`config.mk`:
```
export PLATFORM = sky130hd
export DESIGN_NAME = mmio_resp_flat
export DESIGN_NICKNAME = d
export VERILOG_FILES = /design/src/rtl/mmio_resp_if.sv /design/src/rtl/mmio_resp.sv /design/src/flat_wrapper.sv
export SDC_FILE = /design/constraint.sdc
export NUM_CORES = 1
export LEC_CHECK = 0
export ABC_CLOCK_PERIOD_IN_PS = 2300
export BUFFER_PORTS_ARGS = -buffer_cell sky130_fd_sc_hd__buf_2
export CAP_MARGIN = 20
export CORE_MARGIN = 4
export CORE_UTILIZATION = 40
export DETAILED_ROUTE_END_ITERATION = 8
export PLACE_DENSITY = 0.68
export SLEW_MARGIN = 20
export SYNTH_ARGS = -nofsm -noshare
export SYNTH_HDL_FRONTEND = slang
export SYNTH_SLANG_ARGS = --single-unit
export TNS_END_PERCENT = 50
```
`constraint.sdc`:
```
create_clock -name clk -period 2.3 [get_ports clk]
set_input_delay 0.115 -clock clk [delete_from_list [all_inputs] [get_ports clk]]
set_output_delay 0.115 -clock clk [all_outputs]
set_load 0.01 [all_outputs]
```
`src/rtl/mmio_resp_if.sv`:
```
// Stage M data-memory port plus UART ready/valid pair seen by the MMIO responder.
// master = CPU/UART side driving requests; slave = mmio_resp.
interface mmio_resp_if;
  logic [31:0] addr;
  logic [31:0] wdata;
  logic [3:0]  we;
  logic        re;
  logic [31:0] rdata;
  logic        inst_retired;
  logic [7:0]  uart_tx_data;
  logic        uart_tx_valid;
  logic        uart_tx_ready;
  logic [7:0]  uart_rx_data;
  logic        uart_rx_valid;
  logic        uart_rx_ready;

  modport master (
    output addr, wdata, we, re, inst_retired, uart_tx_ready, uart_rx_data, uart_rx_valid,
    input  rdata, uart_tx_data, uart_tx_valid, uart_rx_ready
  );

  modport slave (
    input  addr, wdata, we, re, inst_retired, uart_tx_ready, uart_rx_data, uart_rx_valid,
    output rdata, uart_tx_data, uart_tx_valid, uart_rx_ready
  );
endinterface

```
`src/rtl/mmio_resp.sv`:
```
// MMIO responder: UART TX FIFO, RX holding register, cycle/instret counters; 1-cycle registered rdata.
// TX pushes while full are dropped; RX is held off (ready=0) while the holding register is occupied.
module mmio_resp #(
  parameter int          FIFO_DEPTH = 8,
  parameter logic [3:0]  MMIO_BASE  = 4'h8
) (
  input  logic       clk,
  input  logic       reset,
  mmio_resp_if.slave io
);
  localparam int          PW       = $clog2(FIFO_DEPTH);
  localparam logic [PW:0] FULL_CNT = (PW+1)'(FIFO_DEPTH);

  logic [31:0]   rdata_q, rdata_d;
  logic          rx_full_q, rx_full_d;
  logic [7:0]    rx_byte_q, rx_byte_d;
  logic [7:0]    mem_q [FIFO_DEPTH];
  logic [7:0]    mem_d [FIFO_DEPTH];
  logic [PW-1:0] rd_ptr_q, rd_ptr_d, wr_ptr_q, wr_ptr_d;
  logic [PW:0]   cnt_q, cnt_d;
  logic [31:0]   cyc_q, cyc_d, ins_q, ins_d;

  logic       sel, wr, rd, tx_full, push, pop, rx_pop, rx_acc, cnt_rst;
  logic [7:0] off;
  logic       unused_ok;

  assign unused_ok = ^{io.addr[27:8], io.wdata[31:8]};

  always_comb begin
    sel     = (io.addr[31:28] == MMIO_BASE);
    wr      = sel && (io.we != 4'b0);
    rd      = sel && io.re;
    off     = io.addr[7:0];
    tx_full = (cnt_q == FULL_CNT);
    // Full is judged before any same-cycle pop, so a push into a full FIFO is lost.
    push    = wr && (off == 8'h08) && io.we[0] && !tx_full;
    pop     = (cnt_q != '0) && io.uart_tx_ready;
    rx_pop  = rd && (off == 8'h04) && rx_full_q;
    rx_acc  = io.uart_rx_valid && !rx_full_q;
    cnt_rst = wr && (off == 8'h18);

    rdata_d = rdata_q;
    if (rd) begin
      unique case (off)
        8'h00:   rdata_d = {30'b0, rx_full_q, !tx_full};
        8'h04:   rdata_d = rx_full_q ? {24'b0, rx_byte_q} : 32'b0;
        8'h10:   rdata_d = cyc_q;
        8'h14:   rdata_d = ins_q;
        default: rdata_d = 32'b0;
      endcase
    end else if (io.re) begin
      rdata_d = 32'b0;
    end

    rx_full_d = rx_full_q;
    rx_byte_d = rx_byte_q;
    if (rx_pop) begin
      rx_full_d = 1'b0;
    end else if (rx_acc) begin
      rx_full_d = 1'b1;
      rx_byte_d = io.uart_rx_data;
    end

    mem_d    = mem_q;
    wr_ptr_d = wr_ptr_q;
    rd_ptr_d = rd_ptr_q;
    cnt_d    = cnt_q;
    if (push) begin
      mem_d[wr_ptr_q] = io.wdata[7:0];
      wr_ptr_d        = wr_ptr_q + 1'b1;
    end
    if (pop) rd_ptr_d = rd_ptr_q + 1'b1;
    unique case ({push, pop})
      2'b10:   cnt_d = cnt_q + 1'b1;
      2'b01:   cnt_d = cnt_q - 1'b1;
      default: cnt_d = cnt_q;
    endcase

    cyc_d = cnt_rst ? 32'b0 : cyc_q + 32'd1;
    ins_d = cnt_rst ? 32'b0 : ins_q + 32'(io.inst_retired);
  end

  always_ff @(posedge clk or negedge reset) begin
    if (!reset) begin
      rdata_q   <= '0;
      rx_full_q <= 1'b0;
      rx_byte_q <= '0;
      for (int i = 0; i < FIFO_DEPTH; i++) mem_q[i] <= '0;
      rd_ptr_q  <= '0;
      wr_ptr_q  <= '0;
      cnt_q     <= '0;
      cyc_q     <= '0;
      ins_q     <= '0;
    end else begin
      rdata_q   <= rdata_d;
      rx_full_q <= rx_full_d;
      rx_byte_q <= rx_byte_d;
      mem_q     <= mem_d;
      rd_ptr_q  <= rd_ptr_d;
      wr_ptr_q  <= wr_ptr_d;
      cnt_q     <= cnt_d;
      cyc_q     <= cyc_d;
      ins_q     <= ins_d;
    end
  end

  assign io.rdata         = rdata_q;
  assign io.uart_tx_data  = mem_q[rd_ptr_q];
  assign io.uart_tx_valid = (cnt_q != '0);
  assign io.uart_rx_ready = !rx_full_q;
endmodule

```
`src/flat_wrapper.sv`:
```
// flat-port wrapper written by rule: the top's interface ports become plain ports
module mmio_resp_flat 
#(
  parameter int          FIFO_DEPTH = 8,
  parameter logic [3:0]  MMIO_BASE  = 4'h8
)
  (clk, reset, io_addr, io_wdata, io_we, io_re, io_inst_retired, io_uart_tx_ready, io_uart_rx_data, io_uart_rx_valid, io_rdata, io_uart_tx_data, io_uart_tx_valid, io_uart_rx_ready);
  mmio_resp_if io_i ();
  input  logic clk;
  input  logic reset;
  input wire logic [$bits(io_i.addr)-1:0] io_addr;
  input wire logic [$bits(io_i.wdata)-1:0] io_wdata;
  input wire logic [$bits(io_i.we)-1:0] io_we;
  input wire logic [$bits(io_i.re)-1:0] io_re;
  input wire logic [$bits(io_i.inst_retired)-1:0] io_inst_retired;
  input wire logic [$bits(io_i.uart_tx_ready)-1:0] io_uart_tx_ready;
  input wire logic [$bits(io_i.uart_rx_data)-1:0] io_uart_rx_data;
  input wire logic [$bits(io_i.uart_rx_valid)-1:0] io_uart_rx_valid;
  output wire logic [$bits(io_i.rdata)-1:0] io_rdata;
  output wire logic [$bits(io_i.uart_tx_data)-1:0] io_uart_tx_data;
  output wire logic [$bits(io_i.uart_tx_valid)-1:0] io_uart_tx_valid;
  output wire logic [$bits(io_i.uart_rx_ready)-1:0] io_uart_rx_ready;
  assign io_i.addr = io_addr;
  assign io_i.wdata = io_wdata;
  assign io_i.we = io_we;
  assign io_i.re = io_re;
  assign io_i.inst_retired = io_inst_retired;
  assign io_i.uart_tx_ready = io_uart_tx_ready;
  assign io_i.uart_rx_data = io_uart_rx_data;
  assign io_i.uart_rx_valid = io_uart_rx_valid;
  assign io_rdata = io_i.rdata;
  assign io_uart_tx_data = io_i.uart_tx_data;
  assign io_uart_tx_valid = io_i.uart_tx_valid;
  assign io_uart_rx_ready = io_i.uart_rx_ready;
  mmio_resp #(.FIFO_DEPTH(FIFO_DEPTH), .MMIO_BASE(MMIO_BASE)) u_core (.clk(clk), .reset(reset), .io(io_i));
endmodule
```
==> metrics.md, run 1 <==
| Metric | Value |
|---|---|
| Reg2Reg Capture Point | `u_core.cnt_q[3]` |
| CP bufs+invs | `1` |
| Final hold vios | `0` |
| Final setup violation count | `0` |
| Post-route ant nets | `0` |
| Crit path depth | `9` |
| Starting DRC count in detailed routing | `around 340` |
| IO Pins | `about 120` |
| Starting Density | `41.10%` |
| Die Y | `~160 um` |
| Cells after Synth | `718` |
| Count leader, synth | `dfrtp_1` |
| RSZ-0062 raised after global routing | `yes` |
| Longest Clk Path Bufs | `2` |
| Clock Skews | `0.01012 ns` |
| Slew margin rel. | `66.57%` |
| Post-route setup slack | `0.05320 ns` |
| Sink Count | `179` |
| Internal power | `5.489 mW` |
| Sequential fraction of the synthesis area | `a little over 50%` |
| Yosys cell types | `48` |
| Final Cell Area | `10550 um2` |
| Synth warn | `0` |
| Arrival time at the worst endpoint | `~2.6 ns` |
| Initial antenna violation count | `0` |
| DR vias | `6190` |
| Overflow after GRT | `0` |
| Cell Area, Synth | `roughly 8700 um2` |
| Mean Syn Cell Area | `12.15 um2` |
| First-pass GRT wire length | `33400 um` |
| Final Max Slew Viols | `0` |
| Number of fill cells in the layout | `1913` |
| HP Class | `in2reg` |
| Min Tclk post-route | `between 2 and 2.5 ns` |
| Yosys reg bits | `179` |
| DP Worst Slack | `-0.1843 ns` |
| CP Max Fanout | `3` |
| Port Buffer Count | `79` |
| Leak Pwr | `4.835 nW` |
| Synth top area cells | `dfrtp_1 (51%), mux2_2 (10%), mux4_2 (4.1%)` |
| Crit path capture type | `register` |
| Vias per cell | `5.507` |
| DRT Pass-1 Iters | `5` |
| Worst Setup EP | `u_core.cnt_q[3]` |
| Slew @ Worst Pin | `~0.5 ns` |
| Crit-path max cell delay | `0.55 ns` |
| EDFF count, synth | `0` |
| Max Fclk | `445.1 MHz` |
| Post-DP HPWL | `13950 um` |
| Maximum VDD drop | `0.3905 mV` |
| Sw frac | `27.80%` |
| Worst R2R Start | `u_core.cnt_q[2]` |
| Pin count of the biggest net entering global routing | `60` |
| Net Sw Power | `~2.1 mW` |
| DR DRC count | `0` |
| Antenna Cells | `0` |
| Clock latency on the worst-skew pair | `between 0.4 and 0.5 ns` |
| Worst-path clk slew | `0.07 ns` |
| Commonest cells post-synth | `dfrtp_1 (179), mux2_2 (81), a21oi_1 (35)` |
| Area of the die | `24230 um2` |
| Final worst path period share | `between 90% and 100%` |
| Pwr dens | `just over 700 nW/um2` |
| Ys async rst share | `100.0%` |
| Width of the die | `155.7 um` |
| Area leader, netlist | `dfrtp_1` |
| Synth Flop Type | `dfrtp_1` |
| Number of global-route vias before repair | `between 6000 and 7000` |
| Clk pwr share | `a little over a third` |
| Critical path startpoint | `u_core.cnt_q[2]` |
| Crit-path most repeated cell | `ha_4` |
| TritonCTS buffer count | `17` |
| H-tree levels | `4` |
| Mapped Nets | `between 800 and 900` |
| Sequential share of power | `48.3%` |
| Post-Place Cell Area | `about 10000 um2` |
| Clock root cell | `clkbuf_16` |
| WL final | `19870 um` |
| Layout cells sized above 1 | `33.45%` |
| CTS tree | `built` |
| Power share of the combinational group | `15.4%` |
| Run status | `complete, no violations` |
| Routed WL per cell | `17.68 um` |
| Worst r2r path cells | `9` |
| CP top delay family | `simple AND/OR/NAND/NOR gates` |
| Startpoint Class | `register` |
| Layout Area Growth over Synthesis | `20.94%` |
| # nets final | `927` |
| Crit-path cells | `or4_4, nand2_2, inv_2, ha_4, ha_4, a21o_1, a21oi_2, mux2i_1, xnor2_1` |
| GP Congestion | `0.7969` |
| Max_cap viols | `0` |
| Critical path's slowest cell | `or4_4` |
| GR Util All Layers | `about 17%` |
| Worst endpoint required time | `roughly 2.7 ns` |
| FF-to-FF setup slack | `0.05 ns` |
| Row cnt | `53` |
| Core area | `about 21000 um2` |
| WS Path Type | `reg2reg` |
| Top cell type's share of synthesized area | `between 50% and 60%` |
## registers in the layout (all words and copies together) (netlist names), 3 cells and up
register          count
u_core.rd_ptr_q       3
u_core.rx_byte_q      8
u_core.cnt_q          4
u_core.cyc_q         32
u_core.io.rdata      32
u_core.wr_ptr_q       3
u_core.mem_q         64
u_core.ins_q         32
## final cells by class
type | instances | area, um2 | area share, %
Multi-Input combinational cell | 484 | 4100 | 38.87
Tap cell | 275 | 344.1 | 3.262
Inverter | 14 | 52.55 | 0.4982
Clock buffer | 18 | 429.2 | 4.068
Sequential cell | 179 | 4481 | 42.47
Timing Repair Buffer | 140 | 1016 | 9.631
Clock inverter | 14 | 126.4 | 1.198
## logic make-up after synthesis
family / count (synthesis) / synth area share (%)
AOI/OAI and AO/OA: 109 / 8.550
DFF: 179 / 51.36
buffers and inverters: 55 / 2.467
muxes: 133 / 19.18
and+or+nand+nor: 202 / 13.96
adders and majority gates: 9 / 1.377
xor gates and xnor gates: 31 / 3.113
## per-stage QoR
step	util (%)	hold WS, ns	power (mW)	setup TNS, ns	instances
final	49.71	0.02622	7.602	0	1124
after global routing	49.71	0.02083	7.994	-0.04856	1124
after CTS	49.58	0.01080	7.663	0	1122
after detailed placement	46.36	0.07068	4.864	-2.253	1079
after global placement	46.36	0.06689	4.826	-1.579	1079
after floorplan	-	-0.1806	4.367	-0.1115	718
## layer usage
layer	part of all wire, %	track usage (%)	vias to the layer above
met1	43	22.69	3117
met5	0	0	-
met2	52	29.15	119
met3	4.1	3.467	16
li1	-	-	2938
met4	0.96	4.919	0
## layout by cell type, fill, tap and decap left out, types with 16 or more instances in the layout
cell and n:
mux4_2 16, clkbuf_16 17, xor2_1 17, a21oi_1 34
dfrtp_1 178, nor2_1 31, or4_1 29, nand3_1 24
nand4_1 18, mux2i_1 28, mux2_2 81, nand2_1 26
buf_4 39, o31ai_1 23, o2bb2ai_1 24, buf_2 78
## worst min-delay path by stage
stage / startpoint / slack, ns / depth (start not counted) / endpoint
after floorplan: reset / -0.18 / 0 / u_core.cnt_q[0]
after global placement: reset / 0.07 / 1 / u_core.mem_q[24]
after detailed placement: reset / 0.07 / 1 / u_core.mem_q[24]
after CTS: io_wdata[6] / 0.01 / 2 / u_core.mem_q[6]
after global routing: io_wdata[4] / 0.02 / 2 / u_core.mem_q[4]
final: io_wdata[4] / 0.03 / 2 / u_core.mem_q[4]
## worst register-to-register path, cell delays in order (launching register included)
cell	delay (ns)
dfrtp_1	0.42
or4_4	0.56
nand2_2	0.10
inv_2	0.05
ha_4	0.17
ha_4	0.21
a21o_1	0.16
a21oi_2	0.15
mux2i_1	0.22
xnor2_1	0.14
## power by group through the flow
stage | registers (mW) | logic, mW | clock network (mW)
after global routing | 3.71 | 1.31 | 2.97
after floorplan | 3.57 | 0.799 | 0
final | 3.67 | 1.17 | 2.76
after CTS | 3.67 | 1.17 | 2.82
after detailed placement | 3.72 | 1.15 | 0
after global placement | 3.71 | 1.12 | 0
## timing repair
action | in CTS | in global routing
cloned | 0 | 0
endpoints found under the hold margin | 48 | 0
pin swaps | 0 | 5
hold buffers | 11 | 0
gates resized for setup | 4 | 5
setup endpoints to repair | 10 | 12
setup buffers | 0 | 2
Power figures use the tool's default switching activity.
==> run 2: changes to the inputs <==
--- a/config.mk
+++ b/config.mk
@@ -5,13 +5,14 @@
 export SDC_FILE = /design/constraint.sdc
 export NUM_CORES = 1
 export LEC_CHECK = 0
-export ABC_CLOCK_PERIOD_IN_PS = 2300
+export ABC_CLOCK_PERIOD_IN_PS = 2000
 export BUFFER_PORTS_ARGS = -buffer_cell sky130_fd_sc_hd__buf_2
 export CAP_MARGIN = 20
 export CORE_MARGIN = 4
 export CORE_UTILIZATION = 40
 export DETAILED_ROUTE_END_ITERATION = 8
 export PLACE_DENSITY = 0.68
+export SETUP_SLACK_MARGIN = 0.1
 export SLEW_MARGIN = 20
 export SYNTH_ARGS = -nofsm -noshare
 export SYNTH_HDL_FRONTEND = slang
==> constraint.sdc (replaced) <==
create_clock -name clk -period 2 [get_ports clk]
set_input_delay 0.1 -clock clk [delete_from_list [all_inputs] [get_ports clk]]
set_output_delay 0.1 -clock clk [all_outputs]
set_load 0.01 [all_outputs]
==> run 2 against run 1 <==
  * The run now ends with negative setup slack left
  * Clock skew rose by 0.0012 ns
  * Combinational power rose by 68%
  * Flip-flop and latch count did not move
  * Register-to-register slack got worse by 0.25 ns
  * Global-route usage rose by 0.74 points
  * Core utilization rose by 4.6 points
  * Worst hold slack improved by 0.013 ns
  * Count of clock-buffer cells in the layout fell by 1
  * Die area did not move
  * Fmax rose by 2.3%
  * Highest routed layer unchanged
==> metrics.md, run 2 (synthesized netlist as in run 1, its figures left out) <==
| Metric | Value |
|---|---|
| Critical path's slowest cell | `or4_4` |
| Final hold vios | `0` |
| Worst-path clk slew | `0.07 ns` |
| Net Sw Power | `~2.6 mW` |
| Sw frac | `26.90%` |
| Final setup violation count | `51` |
| WS Path Type | `reg2reg` |
| Worst R2R Start | `u_core.cnt_q[2]` |
| Slew @ Worst Pin | `0.6700 ns` |
| TritonCTS buffer count | `17` |
| CP Max Fanout | `3` |
| Worst hold start | `io_wdata[7]` |
| Most common cell after layout, fill and taps aside | `dfrtp_1` |
| Failing checks | `negative setup slack` |
| Max Fclk | `455.5 MHz` |
| Power share of the combinational group | `20.2%` |
| Layout cells sized above 1 | `40.18%` |
| Clock Skews | `0.01132 ns` |
| Clk pwr share | `approximately 37%` |
| Starting DRC count in detailed routing | `slightly below 300` |
| Crit-path cells | `or4_4, nand2_4, inv_2, ha_4, ha_4, a21o_1, a21oi_2, mux2i_1, xnor2_1` |
| Area of the die | `about 24000 um2` |
| Maximum VDD drop | `0.4446 mV` |
| Crit path capture type | `register` |
| Clock root cell | `clkbuf_16` |
| Crit-path most repeated cell | `ha_4` |
| Die Y | `155.7 um` |
| GP Congestion | `0.7953` |
| Post-route ant nets | `0` |
| # nets final | `976` |
| GR Util All Layers | `17.99%` |
| Pin count of the biggest net entering global routing | `59` |
| Max_cap viols | `0` |
| Slew margin rel. | `between 50% and 60%` |
| HP Class | `in2reg` |
| Placed insts | `1118` |
| Initial antenna violation count | `0` |
| WL final | `21550 um` |
| Row cnt | `53` |
| Startpoint Class | `register` |
| Final worst path period share | `109.8%` |
| Pwr dens | `840.3 nW/um2` |
| First-pass GRT wire length | `35270 um` |
| IO Pins | `124` |
| Sequential share of power | `around 43%` |
| Internal power | `7.082 mW` |
| Width of the die | `155.7 um` |
| Max reg flops | `64` |
| Sink Count | `~180` |
| DR vias | `6374` |
| Multi-input logic area | `4463 um2` |
| Overflow after GRT | `0` |
| H-tree levels | `4` |
| Final Cell Area | `11530 um2` |
| Sequential Area | `4481 um2` |
| Final Max Slew Viols | `0` |
| Worst Hold End | `u_core.mem_q[63]` |
| Layout Area Growth over Synthesis | `32.18%` |
| Worst endpoint required time | `roughly 2.4 ns` |
| Longest Clk Path Bufs | `2` |
| Worst r2r path cells | `9` |
| CTS tree | `built` |
| Antenna Cells | `0` |
| Leak Pwr | `between 5 and 6 nW` |
| Post-route setup slack | `-0.1952 ns` |
| Final Instance Count excl. Fillers | `1171` |
| Register bank with the most flops | `u_core.mem_q` |
| WHS Path Cells | `2` |
| Post-Place Cell Area | `10280 um2` |
| Min Tclk post-route | `2.195 ns` |
| Commonest non-fill, non-tap cells in the layout | `dfrtp_1 (178), buf_4 (74), buf_2 (70), mux2_4 (68), nor2_1 (31)` |
| Routed WL per cell | `18.40 um` |
| RSZ-0062 raised after global routing | `yes` |
| Clock latency on the worst-skew pair | `0.43 ns` |
| Run status | `finished, violations left` |
| Arrival time at the worst endpoint | `around 2.5 ns` |
| Starting Density | `41.10%` |
| FF-to-FF setup slack | `-0.20 ns` |
| Core area | `between 20000 and 25000 um2` |
| Final hold slack | `0.03941 ns` |
| Number of fill cells in the layout | `1803` |
| Reg2Reg Capture Point | `u_core.cnt_q[3]` |
| Crit-path max cell delay | `0.57 ns` |
| Post-DP HPWL | `14420 um` |
| Port Buffer Count | `79` |
| DR DRC count | `0` |
| Vias per cell | `5.443` |
| DRT Pass-1 Iters | `4` |
| Number of global-route vias before repair | `6714` |
[run 2: cell types whose count changed in the layout (fill, tap and decap cells not counted), moves of 8 or more]
cell	previous run	this run
buf_2	78	70
buf_4	39	74
mux2_2	81	21
buf_6	2	16
or4_4	3	12
mux2_4	8	68
or4_1	29	20
[run 2: layer usage]
metal	share of wire [%]	wire length (um)	track usage (%)
met5	0	0	0
met4	0.95	204	4.210
met3	2.7	591	3.689
met2	52	11220	30.91
met1	44	9530	23.55
[run 2: critical path, delay by kind of cell (launching register included)]
| family | cells | cell delay [ns] |
|---|---|---|
| xor+xnor | 1 | 0.14 |
| fa+ha+maj | 2 | 0.37 |
| flops | 1 | 0.40 |
| simple gates | 2 | 0.66 |
| compound gates | 2 | 0.29 |
| mux | 1 | 0.23 |
| buf+inv | 1 | 0.04 |
[run 2: power groups by stage]
stage                     registers (mW)  clock network, mW  logic [mW]
final                               4.15               3.57        1.96
after global routing                4.18               3.82        2.15
after CTS                           4.14               3.66        1.90
after detailed placement            4.16                  0        1.57
after global placement              4.16                  0        1.53
after floorplan                     4.11                  0       0.935
[run 2: worst max-delay path by stage]
stage / from / to / slack (ns) / cells after the start
final: u_core.cnt_q[2] / u_core.cnt_q[3] / -0.20 / 9
after global routing: u_core.cnt_q[2] / u_core.cnt_q[3] / -0.29 / 9
after CTS: u_core.cnt_q[3] / u_core.cnt_q[3] / -0.22 / 9
after detailed placement: io_addr[6] / u_core.cnt_q[3] / -0.44 / 10
after global placement: io_addr[6] / u_core.cnt_q[3] / -0.42 / 10
after floorplan: io_addr[6] / u_core.cnt_q[3] / -0.40 / 10
[run 2: cell type report]
type / instances / share of cell area (%)
multi-input cells: 484 / 38.71
inverters: 14 / 0.4775
clock buffers: 17 / 3.690
flip-flops and latches: 179 / 38.86
well taps: 275 / 2.985
clock inverters: 13 / 1.726
repair buffers: 189 / 13.54
[run 2: per-stage QoR]
| step | power (mW) | worst slack (ns) | TNS (ns) | util, % |
|---|---|---|---|---|
| after floorplan | 5.041 | -0.3965 | -11.11 | - |
| after global placement | 5.690 | -0.4194 | -11.88 | 48.45 |
| after detailed placement | 5.738 | -0.4360 | -13.73 | 48.45 |
| after CTS | 9.709 | -0.2163 | -5.733 | 53.07 |
| after global routing | 10.15 | -0.2864 | -8.017 | 54.33 |
| final | 9.687 | -0.1952 | -4.527 | 54.33 |
[run 2: what timing repair did]
item | in CTS | in global routing
hold buffers | 11 | 0
pin swaps | 10 | 16
cloned | 2 | 0
endpoints found under the hold margin | 189 | 0
setup endpoints to repair | 97 | 104
setup buffers | 6 | 4
resized for setup | 33 | 64
==> run 3: changes to the inputs <==
--- a/config.mk
+++ b/config.mk
@@ -9,9 +9,9 @@
 export BUFFER_PORTS_ARGS = -buffer_cell sky130_fd_sc_hd__buf_2
 export CAP_MARGIN = 20
 export CORE_MARGIN = 4
-export CORE_UTILIZATION = 40
+export CORE_UTILIZATION = 52
 export DETAILED_ROUTE_END_ITERATION = 8
-export PLACE_DENSITY = 0.68
+export PLACE_DENSITY = 0.83
 export SETUP_SLACK_MARGIN = 0.1
 export SLEW_MARGIN = 20
 export SYNTH_ARGS = -nofsm -noshare
==> run 3 against run 2 <==
  * The run still ends with negative setup slack left
  * Die area down 22%
  * Wire length is 4.9% higher
  * Global-route usage grew 6.3 points
  * Flip-flop and latch count did not move
  * Critical path type unchanged
  * Critical endpoint unchanged
==> metrics.md, run 3 (synthesized netlist as in run 1, its figures left out) <==
| Metric | Value |
|---|---|
| Run status | `finished, violations left` |
| Failing checks | `negative setup slack` |
| Worst-path clk slew | `roughly 0.06 ns` |
| Leak Pwr | `5.251 nW` |
| Post-route ant nets | `0` |
| First-pass GRT wire length | `35430 um` |
| Commonest non-fill, non-tap cells in the layout | `dfrtp_1 (177), mux2_4 (71), buf_4 (71), buf_2 (70), nor2_1 (31)` |
| Crit-path cells | `or4_4, nand2_4, inv_2, ha_4, ha_4, a21o_1, a21oi_2, mux2i_1, xnor2_1` |
| Die Y | `137.5 um` |
| Clock root cell | `clkbuf_16` |
| Worst R2R Start | `u_core.cnt_q[2]` |
| Final hold slack | `0.02340 ns` |
| IO Pins | `124` |
| Maximum VDD drop | `0.6734 mV` |
| Starting DRC count in detailed routing | `601` |
| Post-DP HPWL | `14860 um` |
| Vias per cell | `6.038` |
| Width of the die | `137.5 um` |
| Post-Place Cell Area | `a little over 10000 um2` |
| TritonCTS buffer count | `17` |
| Sink Count | `179` |
| Sequential Area | `between 4000 and 5000 um2` |
| Most common cell after layout, fill and taps aside | `dfrtp_1` |
| Slew margin rel. | `a little under three fifths` |
| Overflow after GRT | `0` |
| Critical path startpoint | `u_core.cnt_q[2]` |
| Startpoint Class | `register` |
| CP bufs+invs | `1` |
| Crit-path most repeated cell | `ha_4` |
| Clock Skews | `0.009361 ns` |
| Layout Area Growth over Synthesis | `30.66%` |
| Min Tclk post-route | `2.270 ns` |
| H-tree levels | `4` |
| Longest Clk Path Bufs | `2` |
| Final Max Slew Viols | `0` |
| DRT Pass-1 Iters | `5` |
| Register bank with the most flops | `u_core.mem_q` |
| Antenna Cells | `0` |
| Worst endpoint required time | `2.36 ns` |
| WL final | `22600 um` |
| Final worst path period share | `113.5%` |
| Initial antenna violation count | `0` |
| CP Max Fanout | `3` |
| Slew @ Worst Pin | `0.6484 ns` |
| Worst hold start | `io_wdata[3]` |
| Number of global-route vias before repair | `6912` |
| Crit path capture type | `register` |
| CTS tree | `built` |
| Total negative slack | `-5.766 ns` |
| Starting Density | `a little over half` |
| RSZ-0062 raised after global routing | `yes` |
| Critical path's slowest cell | `or4_4` |
| Max_cap viols | `0` |
| Row cnt | `47` |
| DP Worst Slack | `-0.4429 ns` |
| DR vias | `6714` |
| Core area | `16520 um2` |
| Final Cell Area | `11400 um2` |
| GP Congestion | `0.8045` |
| Crit-path max cell delay | `around 0.56 ns` |
| Clock latency on the worst-skew pair | `0.44 ns` |
| Max reg flops | `64` |
| Final setup violation count | `50` |
| Layout cells sized above 1 | `40.81%` |
| Multi-input logic area | `4523 um2` |
| Max Fclk | `440.5 MHz` |
| Final hold vios | `0` |
| Number of fill cells in the layout | `1080` |
| Pin count of the biggest net entering global routing | `55` |
| Area of the die | `18910 um2` |
| PnR Total Power | `9.495 mW` |
| HP Class | `in2reg` |
| Routed WL per cell | `20.32 um` |
| CP top delay family | `simple AND/OR/NAND/NOR gates` |
| Arrival time at the worst endpoint | `about 2.6 ns` |
| Pwr dens | `~830 nW/um2` |
| Port Buffer Count | `79` |
| WS Path Type | `reg2reg` |
| GR Util All Layers | `about a quarter` |
| DR DRC count | `0` |
| Post-route setup slack | `-0.2703 ns` |
| # nets final | `970` |
[run 3: final timing paths]
path,end,slack (ns),cells after the start
min in group asynchronous,u_core.mem_q[62],0.20,2
max reg2reg,u_core.cnt_q[3],-0.27,9
min,u_core.mem_q[11],0.02,2
max,u_core.cnt_q[3],-0.27,9
min reg2reg,u_core.io.rdata[9],0.48,1
max in group asynchronous,u_core.cnt_q[0],1.08,3
[run 3: worst register-to-register path, cell delays in order, from the launching register on]
cell     delay [ns]
dfrtp_1        0.42
or4_4          0.56
nand2_4        0.08
inv_2          0.05
ha_4           0.17
ha_4           0.22
a21o_1         0.16
a21oi_2        0.13
mux2i_1        0.24
xnor2_1        0.15
[run 3: per-layer routing]
metal	up-vias	part of all wire, %	track usage, %	wire length, um
li1	3029	-	-	-
met1	3408	40	30.04	9130
met2	223	52	40.81	11750
met3	54	4.7	5.734	1064
met4	0	2.9	10.59	656
met5	-	0	0	0
[run 3: metrics by stage]
step,std cells,util (%)
6_report,1112,68.96
5_1_grt,1112,68.96
4_1_cts,1107,67.33
3_5_place_dp,1062,61.53
3_3_place_gp,1062,61.53
2_1_floorplan,718,-
[run 3: repair_timing]
| item | 4_1_cts | 5_1_grt |
|---|---|---|
| pin swaps | 10 | 33 |
| hold buffers | 11 | 0 |
| setup endpoints to repair | 99 | 103 |
| gates resized for setup | 49 | 63 |
| buffers inserted | 2 | 5 |
| endpoints found under the hold margin | 59 | 0 |
[run 3: report_power, final]
group	internal [mW]	switching, mW	leakage (nW)
registers	3.85	0.299	2.43
logic	0.958	0.823	2.52
clock network	2.19	1.37	0.307
total	7.00	2.50	5.25
[run 3: layout make-up]
cell class / instances / area share [%]
Inverter: 14 / 0.4611
Multi-Input combinational cell: 484 / 39.69
Clock inverter: 9 / 1.329
Sequential cell: 179 / 39.33
Clock buffer: 23 / 4.194
Tap cell: 220 / 2.415
Timing Repair Buffer: 183 / 12.58
